===== config.mk =====
export PLATFORM = sky130hd
export DESIGN_NAME = imem_loader_flat
export DESIGN_NICKNAME = d
export VERILOG_FILES = /design/src/rtl/imem_loader_pkg.sv /design/src/rtl/imem_loader_if.sv /design/src/rtl/imem_loader_packer.sv /design/src/rtl/imem_loader.sv /design/src/flat_wrapper.sv
export SDC_FILE = /design/constraint.sdc
export NUM_CORES = 1
export LEC_CHECK = 0
export ABC_CLOCK_PERIOD_IN_PS = 7000
export CAP_MARGIN = 20
export CORE_ASPECT_RATIO = 0.9
export CORE_MARGIN = 2
export CORE_UTILIZATION = 60
export DETAILED_ROUTE_END_ITERATION = 10
export PLACE_DENSITY = 0.84
export SLEW_MARGIN = 20
export SYNTH_ARGS = -nofsm -noshare
export SYNTH_HDL_FRONTEND = slang
export SYNTH_SLANG_ARGS = --single-unit

===== constraint.sdc =====
create_clock -name clk -period 7 [get_ports clk]
set_input_delay 0.7 -clock clk [delete_from_list [all_inputs] [get_ports clk]]
set_output_delay 0.7 -clock clk [all_outputs]
set_load 0.05 [all_outputs]

===== src/rtl/imem_loader_pkg.sv =====
// Shared definitions for the instruction-memory program loader.
package imem_loader_pkg;

    typedef enum logic [2:0] {
        ST_IDLE,
        ST_LEN_LO,
        ST_LEN_HI,
        ST_DATA,
        ST_CSUM,
        ST_RELEASE,
        ST_DONE,
        ST_ERROR
    } ld_state_e;

    // Checksum seed applied whenever a new load starts.
    localparam logic [7:0] CSUM_INIT = 8'h00;

    // True when an image of n words fits a memory of 2**addr_w words.
    function automatic logic len_fits(input logic [15:0] n, input int unsigned addr_w);
        return {16'b0, n} <= (32'd1 << addr_w);
    endfunction

endpackage


===== src/rtl/imem_loader_if.sv =====
// Byte-stream input and instruction-memory write bus of the program loader.
interface imem_loader_if #(
    parameter int unsigned ADDR_W = 10
);
    logic              rx_valid;
    logic [7:0]        rx_data;
    logic              rx_ready;
    logic              imem_we;
    logic [ADDR_W-1:0] imem_addr;
    logic [31:0]       imem_wdata;

    // Loader side: consumes the stream, drives memory writes.
    modport master (
        input  rx_valid, rx_data,
        output rx_ready, imem_we, imem_addr, imem_wdata
    );

    // Environment side: byte source and instruction memory.
    modport slave (
        output rx_valid, rx_data,
        input  rx_ready, imem_we, imem_addr, imem_wdata
    );
endinterface


===== src/rtl/imem_loader_packer.sv =====
// Little-endian byte-to-word packer: first byte lands in [7:0], fourth in [31:24].
module imem_word_packer (
    input  logic        clk,
    input  logic        rst,
    input  logic        clr,
    input  logic        byte_valid,
    input  logic [7:0]  byte_data,
    output logic        on_last,
    output logic        word_valid,
    output logic [31:0] word
);
    logic [1:0]  cnt_q, cnt_d;
    logic [23:0] sr_q, sr_d;
    logic [31:0] word_q, word_d;
    logic        word_valid_q, word_valid_d;

    // High when the next accepted byte completes a word.
    assign on_last    = (cnt_q == 2'd3);
    assign word_valid = word_valid_q;
    assign word       = word_q;

    // Shift bytes in from the top; publish the packed word on the 4th byte.
    always_comb begin
        cnt_d        = cnt_q;
        sr_d         = sr_q;
        word_d       = word_q;
        word_valid_d = 1'b0;
        if (clr) begin
            cnt_d = '0;
            sr_d  = '0;
        end else if (byte_valid) begin
            sr_d  = {byte_data, sr_q[23:8]};
            cnt_d = cnt_q + 2'd1;
            if (cnt_q == 2'd3) begin
                word_d       = {byte_data, sr_q};
                word_valid_d = 1'b1;
            end
        end
    end

    // Packer state registers.
    always_ff @(posedge clk or posedge rst) begin
        if (rst) begin
            cnt_q        <= '0;
            sr_q         <= '0;
            word_q       <= '0;
            word_valid_q <= 1'b0;
        end else begin
            cnt_q        <= cnt_d;
            sr_q         <= sr_d;
            word_q       <= word_d;
            word_valid_q <= word_valid_d;
        end
    end

endmodule


===== src/rtl/imem_loader.sv =====
// Program loader: receives len/payload/checksum, writes instruction memory,
// and holds the core in reset until the image is verified.
module imem_loader
    import imem_loader_pkg::*;
#(
    parameter int unsigned ADDR_W         = 10,
    parameter int unsigned RELEASE_CYCLES = 4
) (
    input  logic            clk,
    input  logic            rst,
    input  logic            start,
    imem_loader_if.master   bus,
    output logic            core_rst,
    output logic            busy,
    output logic            done,
    output logic            err
);
    localparam int unsigned REL_W = (RELEASE_CYCLES > 1) ? $clog2(RELEASE_CYCLES) : 1;
    localparam logic [REL_W-1:0] REL_INIT = REL_W'(RELEASE_CYCLES - 1);

    ld_state_e         state_q, state_d;
    logic [7:0]        len_lo_q, len_lo_d;
    logic [15:0]       len_q, len_d;
    logic [ADDR_W:0]   idx_q, idx_d;
    logic [7:0]        csum_q, csum_d;
    logic [REL_W-1:0]  rel_cnt_q, rel_cnt_d;
    logic [ADDR_W-1:0] addr_q, addr_d;

    logic        rx_ready;
    logic        accept;
    logic        pk_clr;
    logic        pk_valid;
    logic        pk_on_last;
    logic        pk_word_valid;
    logic [31:0] pk_word;

    imem_word_packer u_packer (
        .clk        (clk),
        .rst        (rst),
        .clr        (pk_clr),
        .byte_valid (pk_valid),
        .byte_data  (bus.rx_data),
        .on_last    (pk_on_last),
        .word_valid (pk_word_valid),
        .word       (pk_word)
    );

    // Status and handshake outputs decoded from the registered state.
    assign rx_ready = (state_q == ST_LEN_LO) || (state_q == ST_LEN_HI) ||
                      (state_q == ST_DATA)   || (state_q == ST_CSUM);
    assign accept   = bus.rx_valid & rx_ready;
    assign busy     = rx_ready || (state_q == ST_RELEASE);
    assign core_rst = (state_q != ST_DONE);
    assign done     = (state_q == ST_DONE);
    assign err      = (state_q == ST_ERROR);

    assign bus.rx_ready   = rx_ready;
    assign bus.imem_we    = pk_word_valid;
    assign bus.imem_wdata = pk_word;
    assign bus.imem_addr  = addr_q;

    // Next-state, counters and checksum.
    always_comb begin
        state_d   = state_q;
        len_lo_d  = len_lo_q;
        len_d     = len_q;
        idx_d     = idx_q;
        csum_d    = csum_q;
        rel_cnt_d = rel_cnt_q;
        addr_d    = addr_q;
        pk_clr    = 1'b0;
        pk_valid  = 1'b0;
        unique case (state_q)
            ST_IDLE, ST_DONE, ST_ERROR: begin
                if (start) begin
                    state_d = ST_LEN_LO;
                    csum_d  = CSUM_INIT;
                    idx_d   = '0;
                    pk_clr  = 1'b1;
                end
            end
            ST_LEN_LO: begin
                if (accept) begin
                    len_lo_d = bus.rx_data;
                    state_d  = ST_LEN_HI;
                end
            end
            ST_LEN_HI: begin
                if (accept) begin
                    len_d = {bus.rx_data, len_lo_q};
                    if (!len_fits({bus.rx_data, len_lo_q}, ADDR_W)) begin
                        state_d = ST_ERROR;
                    end else if ({bus.rx_data, len_lo_q} == 16'd0) begin
                        state_d = ST_CSUM;
                    end else begin
                        state_d = ST_DATA;
                    end
                end
            end
            ST_DATA: begin
                if (accept) begin
                    pk_valid = 1'b1;
                    csum_d   = csum_q ^ bus.rx_data;
                    if (pk_on_last) begin
                        addr_d = idx_q[ADDR_W-1:0];
                        idx_d  = idx_q + (ADDR_W+1)'(1);
                        if ((32'(idx_q) + 32'd1) == 32'(len_q)) begin
                            state_d = ST_CSUM;
                        end
                    end
                end
            end
            ST_CSUM: begin
                if (accept) begin
                    if (bus.rx_data == csum_q) begin
                        state_d   = ST_RELEASE;
                        rel_cnt_d = REL_INIT;
                    end else begin
                        state_d = ST_ERROR;
                    end
                end
            end
            ST_RELEASE: begin
                if (rel_cnt_q == '0) begin
                    state_d = ST_DONE;
                end else begin
                    rel_cnt_d = rel_cnt_q - REL_W'(1);
                end
            end
            default: state_d = ST_IDLE;
        endcase
    end

    // Loader state registers.
    always_ff @(posedge clk or posedge rst) begin
        if (rst) begin
            state_q   <= ST_IDLE;
            len_lo_q  <= '0;
            len_q     <= '0;
            idx_q     <= '0;
            csum_q    <= CSUM_INIT;
            rel_cnt_q <= '0;
            addr_q    <= '0;
        end else begin
            state_q   <= state_d;
            len_lo_q  <= len_lo_d;
            len_q     <= len_d;
            idx_q     <= idx_d;
            csum_q    <= csum_d;
            rel_cnt_q <= rel_cnt_d;
            addr_q    <= addr_d;
        end
    end

endmodule

===== src/flat_wrapper.sv =====
// flat-port wrapper written by rule: the top's interface ports become plain ports
module imem_loader_flat import imem_loader_pkg::*;
#(
    parameter int unsigned ADDR_W         = 10,
    parameter int unsigned RELEASE_CYCLES = 4
)
  (clk, rst, start, core_rst, busy, done, err, bus_rx_valid, bus_rx_data, bus_rx_ready, bus_imem_we, bus_imem_addr, bus_imem_wdata);
  imem_loader_if #(.ADDR_W(ADDR_W)) bus_i ();
  input  logic clk;
  input  logic rst;
  input  logic start;
  output logic core_rst;
  output logic busy;
  output logic done;
  output logic err;
  input wire logic [$bits(bus_i.rx_valid)-1:0] bus_rx_valid;
  input wire logic [$bits(bus_i.rx_data)-1:0] bus_rx_data;
  output wire logic [$bits(bus_i.rx_ready)-1:0] bus_rx_ready;
  output wire logic [$bits(bus_i.imem_we)-1:0] bus_imem_we;
  output wire logic [$bits(bus_i.imem_addr)-1:0] bus_imem_addr;
  output wire logic [$bits(bus_i.imem_wdata)-1:0] bus_imem_wdata;
  assign bus_i.rx_valid = bus_rx_valid;
  assign bus_i.rx_data = bus_rx_data;
  assign bus_rx_ready = bus_i.rx_ready;
  assign bus_imem_we = bus_i.imem_we;
  assign bus_imem_addr = bus_i.imem_addr;
  assign bus_imem_wdata = bus_i.imem_wdata;
  imem_loader #(.ADDR_W(ADDR_W), .RELEASE_CYCLES(RELEASE_CYCLES)) u_core (.clk(clk), .rst(rst), .start(start), .bus(bus_i), .core_rst(core_rst), .busy(busy), .done(done), .err(err));
endmodule

==> results by group, run 1 <==
Floorplanning
  – I/O pins: 60
  – Chip height: 94.7 um
  – Die W: 105 um
  – Die Footprint: 9920 sq um
  – Core box area: 9000 sq um
  – # rows: 33
  – Initial Util: 0.609

Power
  – Switching Share: 0.399
  – Psw: 1270 uW
  – Logic pwr share: 0.365
  – Int Power: 1920 uW
  – Sequential Power Share: 0.354
  – Peak VDD IR: 0.312 mV
  – Power Dens Cells: 475 nW/um^2
  – P_leak: 0.00310 uW
  – Clk pwr share: 0.281

Clocking
  – Clock Tree Root: clkbuf_8
  – Post-cts hold buffer count: 0
  – Clock Path Buffers: 2
  – PostCTS Resize Cnt: 0
  – TritonCTS Sinks: 117
  – H-Tree Depth: 4
  – Clk_lat worst skew: 0.52 ns
  – Num CTS Buffers: 17
  – CTS clk-pin slew, worst paths: 0.06 ns
  – Post-CTS Repair Setup Buffers: 0
  – CTS tree: done

Min path
  – Hold_sp: u_core.bus.imem_addr[0]
  – Hold endpoint: u_core.bus.imem_addr[0]
  – Hold Path Cell Cnt: 2
  – Hold Path Class: reg2reg

Placement
  – Final GP Congestion: 0.899
  – Post-DP HPWL: 8070 um
  – IO buf count: 59

Detailed routing
  – Vias per cell: 5.77
  – DRC: 0
  – Detail Route Antenna Nets: 0
  – Detailed-route via count: 4427
  – Iter 0 DRT Violations: 306
  – Pre-antenna DRT Iters: 6
  – WL/cell: 16.9 um
  – Post-Route WL: 12900 um

Timing
  – Slew at the pin with the worst max-slew slack: 1.08 ns
  – Setup Skew: 0.00728 ns
  – Hold Slack: 0.475 ns
  – Setup Total Neg Slack: 0 ns
  – Fmax: 0.265 GHz
  – Final Hold Fails: 0
  – Setup violators final: 0
  – RSZ-0062 raised after global routing: false
  – Tcrit/Tclk final: 0.540
  – Slew headroom: 0.276
  – Final slew viol count: 0
  – Minimum clock period: 3.78 ns

Synthesis
  – Post-synth cell types: 59
  – Proportion of synthesized chip area in sequential cells: 0.534
  – Post-Synthesis Cells: 580
  – Syn_nets: 596
  – Seq cells post-synth: 117
  – Ys flop type: dfrtp_1
  – Synth async-reset ratio: 1.00
  – Mapped Area: 5480 sq um
  – Synth Area per Inst: 9.45 sq um
  – Post-synth EDFFs: 0
  – Yosys warns: 0

Global route
  – GRT Total Usage: 0.283
  – Overflow after GRT: 0
  – Initial antenna violation count: 0
  – Vias in the first global route: 4393
  – Pin count of the biggest net entering global routing: 94
  – First-pass GRT wire length: 22000 um

Worst setup path
  – Worst setup SP type: flop
  – Crit Reg-Reg Endpoint: u_core.idx_q[2]
  – Critical R2R Launch: u_core.state_q[2]
  – Worst reg2reg setup slack: 3.22 ns
  – Critical Path End Type: flop
  – Critical path peak fanout: 55
  – Critical Path RT: 7.38 ns
  – WP data arrival: 4.16 ns
  – WS Path Type: reg2reg
  – Reg2Reg Depth: 8

Cells and area
  – Area grow syn2layout: 22.5%
  – Layout Nets: 648
  – Fillers: 638
  – Most frequent cells in the layout: nand2_1, dfrtp_1, clkdlybuf4s50_1
  – # diodes: 0
  – Leading cell type in the layout, fill and taps excluded: nand2_1
  – Final Core Density: 0.746
  – Share of layout cells above drive strength 1: 0.110

Job
  – Max Cap Violations: 0

Outcome
  – Outcome: complete, no violations
[metrics by stage]
step	worst slack, ns	instance area, sq um	std cells	power [uW]
6_report	3.22	6720	767	3190
3_3_place_gp	3.06	6100	735	2220
4_1_cts	3.24	6710	767	3190
2_1_floorplan	3.20	5480	580	1930
3_5_place_dp	2.94	6100	735	2270
5_1_grt	2.82	6720	767	3370
[cells in the mapped netlist, drive strengths merged, types with 2 or more instances]
library cell / instances / area share
nand2: 192 / 0.13
dfrtp: 117 / 0.53
a21oi: 35 / 0.032
o21ai: 32 / 0.029
nor2: 27 / 0.019
mux2: 24 / 0.050
buf: 21 / 0.022
xnor2: 17 / 0.027
inv: 10 / 0.0068
nand2b: 9 / 0.010
clkbuf: 8 / 0.0055
nand3: 8 / 0.0073
nor3: 8 / 0.010
xor2: 8 / 0.013
nand4: 6 / 0.0091
nor4: 5 / 0.0068
o31ai: 5 / 0.0068
and3: 4 / 0.0046
ha: 4 / 0.0091
nor2b: 4 / 0.0046
a22o: 3 / 0.0048
nand3b: 3 / 0.0048
and2: 2 / 0.0023
and4: 2 / 0.0032
mux2i: 2 / 0.0037
o22a: 2 / 0.0032
o22ai: 2 / 0.0023
o31a: 2 / 0.0032
[cell type report]
class | instances | area [sq um] | share of cell area
clock buffers | 17 | 414 | 0.0617
repair buffers | 62 | 617 | 0.0918
inverters | 11 | 43.8 | 0.00652
multi-input cells | 423 | 2370 | 0.352
clock inverters | 15 | 195 | 0.0291
well taps | 122 | 153 | 0.0227
flip-flops and latches | 117 | 2930 | 0.436
[sequential cells by signal (all words and copies together), names as in the netlist]
register,cells
u_core.rel_cnt_q,2
u_core.bus.imem_addr,10
u_core.u_packer.sr_q,24
u_core.u_packer.cnt_q,2
u_core.len_lo_q,8
u_core.u_packer.word_valid,1
u_core.csum_q,8
u_core.idx_q,11
u_core.state_q,3
u_core.u_packer.word,32
u_core.len_q,16
[worst max path at each step]
stage / from / end / slack [ns] / cells after the start
global route: u_core.state_q[2] / u_core.idx_q[7] / 2.82 / 8
detailed placement: bus_rx_valid / u_core.idx_q[5] / 2.94 / 9
CTS: u_core.state_q[2] / u_core.idx_q[5] / 3.24 / 8
floorplan: rst / u_core.bus.imem_addr[0] / 3.20 / 1
finish: u_core.state_q[2] / u_core.idx_q[2] / 3.22 / 8
global placement: bus_rx_valid / u_core.idx_q[5] / 3.06 / 9
[worst max-delay path, cell delays in order, from the launching register on]
cell	delay [ns]
dfrtp_1	0.57
nand3b_2	0.42
nor2_1	0.16
buf_4	0.31
nand2_2	0.60
inv_2	0.85
nor2_1	0.33
o21ai_0	0.24
o21ai_0	0.12
[routing by layer]
layer	vias to the layer above	part of all wire	wire (um)	track usage
met2	181	0.50	6520	0.469
met4	0	0.020	260	0.111
met5	-	0	0	0
met1	2155	0.41	5320	0.372
met3	31	0.064	831	0.0594
li1	2060	-	-	-
[cell families after synthesis]
group	count (synthesis)	share of synthesized area
AO/OA/AOI/OAI	92	0.100
XOR/XNOR	26	0.0443
adder cells (fa/ha/maj)	4	0.00913
buffers and inverters	40	0.0349
flip-flops	117	0.534
multiplexers	27	0.0577
AND/OR/NAND/NOR	274	0.220
[power groups by stage]
stage	clock (uW)	sequential [uW]	combinational, uW
after floorplan	0	1320	608
after global placement	0	1110	1110
after detailed placement	0	1130	1140
after CTS	903	1120	1170
after global routing	937	1160	1270
final	897	1130	1160
Note: power is estimated with default switching activity, not from simulation.
==> run 2: changes to the inputs <==
ABC_CLOCK_PERIOD_IN_PS = 3610   (was 7000)
CORE_UTILIZATION = 56   (was 60)
PLACE_DENSITY = 0.79   (was 0.84)
clock period = 3.61 ns   (was 7 ns; I/O delays follow)
==> run 2 against run 1 <==
Utilization shrank 4.7 points; sequential share of layout area about the same; sequential power increased by 93%; non-clock buffer count grew 2; clock skew grew 0.0033 ns; worst hold slack worse by 0.12 ns; first-iteration DRC count shrank 29%; clock power grew 84%; global-route usage fell by 2.5 points; critical path type is now reg2out; critical endpoint is now bus_rx_ready.
==> results by group, run 2 (same netlist as run 1, synthesis figures left out) <==
Global route
  – Met2 Use GR: 0.384 (-0.0850)
  – Met1 Track Usage GR: 0.359 (-0.0121)
  – Pin count of the biggest net entering global routing: 64 (-32%)
  – Overflow after GRT: 0 (unchanged)
  – GRT met3 Usage: 0.0648 (+0.00540)
  – Initial antenna violation count: 0 (unchanged)
  – Vias in the first global route: 4325 (-1.5%)
  – GRT Total Usage: 0.258 (-0.0254)
  – First-pass GRT wire length: 21200 um (-3.7%)
  – GRT busiest layer: met2

Clocking
  – Clock Path Buffers: 2 (unchanged)
  – Post-CTS Repair Setup Buffers: 0 (unchanged)
  – H-Tree Depth: 4 (unchanged)
  – CTS tree: done
  – Clk_lat worst skew: 0.52 ns (about the same)
  – CTS clk-pin slew, worst paths: 0.06 ns (about the same)
  – PostCTS Resize Cnt: 0 (unchanged)
  – Clock Tree Root: clkbuf_8
  – TritonCTS Sinks: 117 (unchanged)
  – Post-cts hold buffer count: 0 (unchanged)
  – Num CTS Buffers: 17 (unchanged)

Timing
  – Hold Slack: 0.352 ns (-0.124 ns)
  – Tcrit/Tclk final: 0.810
  – RSZ-0062 raised after global routing: false
  – Slew headroom: 0.316 (+0.0397)
  – Worst setup margin: 0.685 ns (-2.54 ns)
  – Final slew viol count: 0 (unchanged)
  – Setup Skew: 0.0106 ns (+0.00330 ns)
  – Setup violators final: 0 (unchanged)
  – Setup Total Neg Slack: 0 ns (unchanged)
  – Slew at the pin with the worst max-slew slack: 1.02 ns (-0.0594 ns)
  – Minimum clock period: 2.92 ns
  – Fmax: 0.342 GHz
  – Final Hold Fails: 0 (unchanged)

Worst setup path
  – Crit Reg-Reg Endpoint: u_core.u_packer.sr_q[7]
  – Reg2Reg Depth: 5 (-3)
  – WP data arrival: 2.56 ns (-1.60 ns)
  – WS Path Type: reg2out
  – Critical Path RT: 3.25 ns (-4.13 ns)
  – Worst reg2reg setup slack: 1.18 ns (-2.04 ns)
  – Critical R2R Launch: u_core.state_q[1]
  – Critical path peak fanout: 14 (-75%)
  – Critical Path End Type: output pin
  – Worst setup SP type: flop

Placement
  – IO buf count: 59 (unchanged)
  – Final GP Congestion: 0.811 (-9.8%)
  – Post-DP HPWL: 8030 um (-0.48%)
  – Dpl cell area: 6140 sq um (+0.53%)
  – Place WS: 1.26 ns (-1.68 ns)

Detailed routing
  – Iter 0 DRT Violations: 216 (-29%)
  – Pre-antenna DRT Iters: 7 (+1)
  – Post-Route WL: 12400 um (-4.0%)
  – DRC: 0 (unchanged)
  – Detailed-route via count: 4428 (+0.023%)
  – Vias per cell: 5.73 (-0.75%)
  – WL/cell: 16.1 um (-4.8%)
  – Detail Route Antenna Nets: 0 (unchanged)

Floorplanning
  – Core box area: 9610 sq um (+6.8%)
  – Die Footprint: 10600 sq um (+6.9%)
  – # rows: 34 (+3.0%)
  – Chip height: 97.9 um (+3.4%)
  – Initial Util: 0.570 (-0.0388)
  – I/O pins: 60 (unchanged)
  – Die W: 108 um (+3.4%)

Cells and area
  – Fillers: 728 (+14%)
  – Share of layout cells above drive strength 1: 0.113 (+0.00275)
  – # diodes: 0 (unchanged)
  – Multi-input logic area: 2370 sq um (unchanged)
  – Most frequent cells in the layout: nand2_1, dfrtp_1, clkdlybuf4s50_1
  – Leading cell type in the layout, fill and taps excluded: nand2_1
  – Max FFs per register: 32 (unchanged)
  – Layout Nets: 650 (+0.31%)
  – Final Core Density: 0.699 (-0.0473)
  – Register Area: 2930 sq um (unchanged)
  – Area grow syn2layout: 22.5% (about the same)
  – Cell area after layout: 6720 sq um (about the same)

Min path
  – Hold Path Class: in2async

Power
  – Power Dens Cells: 904 nW/um^2 (+90%)
  – P_leak: 0.00310 uW (about the same)
  – Peak VDD IR: 0.574 mV (+84%)

Job
  – Max Cap Violations: 0 (unchanged)

Outcome
  – Outcome: complete, no violations
run 2: changes by cell type in the layout (fill, tap and decap cells not counted):
cell	change
buf_12	+1
buf_4	+2
buf_6	-1
bufinv_16	-1
clkinv_2	+1
clkinvlp_4	+1
inv_6	-1
run 2: worst max path at each step:
stage / from / end / slack (ns) / cells after the start
after floorplan: rst / u_core.bus.imem_addr[0] / 0.15 / 1
after global placement: u_core.state_q[2] / busy / 1.25 / 3
after detailed placement: u_core.state_q[0] / bus_rx_ready / 1.26 / 3
after CTS: u_core.state_q[0] / bus_rx_ready / 0.68 / 3
after global routing: u_core.state_q[0] / bus_rx_ready / 0.52 / 3
final: u_core.state_q[0] / bus_rx_ready / 0.69 / 3
run 2: critical path, cell delays in order, from the launching register on:
cell and delay [ns]:
dfrtp_1 0.65, nor2_1 0.19, xnor2_1 0.33, clkdlybuf4s50_1 0.87
run 2: area by class of cell:
cell class | instances | area share
Tap cell | 126 | 0.0235
Clock inverter | 15 | 0.0251
Clock buffer | 17 | 0.0616
Inverter | 11 | 0.00652
Timing Repair Buffer | 64 | 0.0953
Multi-Input combinational cell | 423 | 0.352
Sequential cell | 117 | 0.436
run 2: stage by stage:
step,power (uW),std cells
2_1_floorplan,3740,580
6_report,6080,773
4_1_cts,6100,773
3_5_place_dp,4410,741
5_1_grt,6420,773
3_3_place_gp,4320,741
run 2: per-layer routing:
metal	wire length [um]	share of wire	up-vias
met5	0	0	-
met4	275	0.022	0
met3	775	0.062	26
met2	5860	0.47	181
met1	5500	0.44	2149
li1	-	-	2072
run 2: power breakdown:
| group | switching, uW | leakage (uW) | internal, uW | total (uW) |
|---|---|---|---|---|
| Clock | 654 | 0.000283 | 999 | 1650 |
| Sequential | 395 | 0.00153 | 1790 | 2180 |
| Combinational | 1380 | 0.00128 | 857 | 2240 |
| Total | 2430 | 0.00310 | 3640 | 6080 |
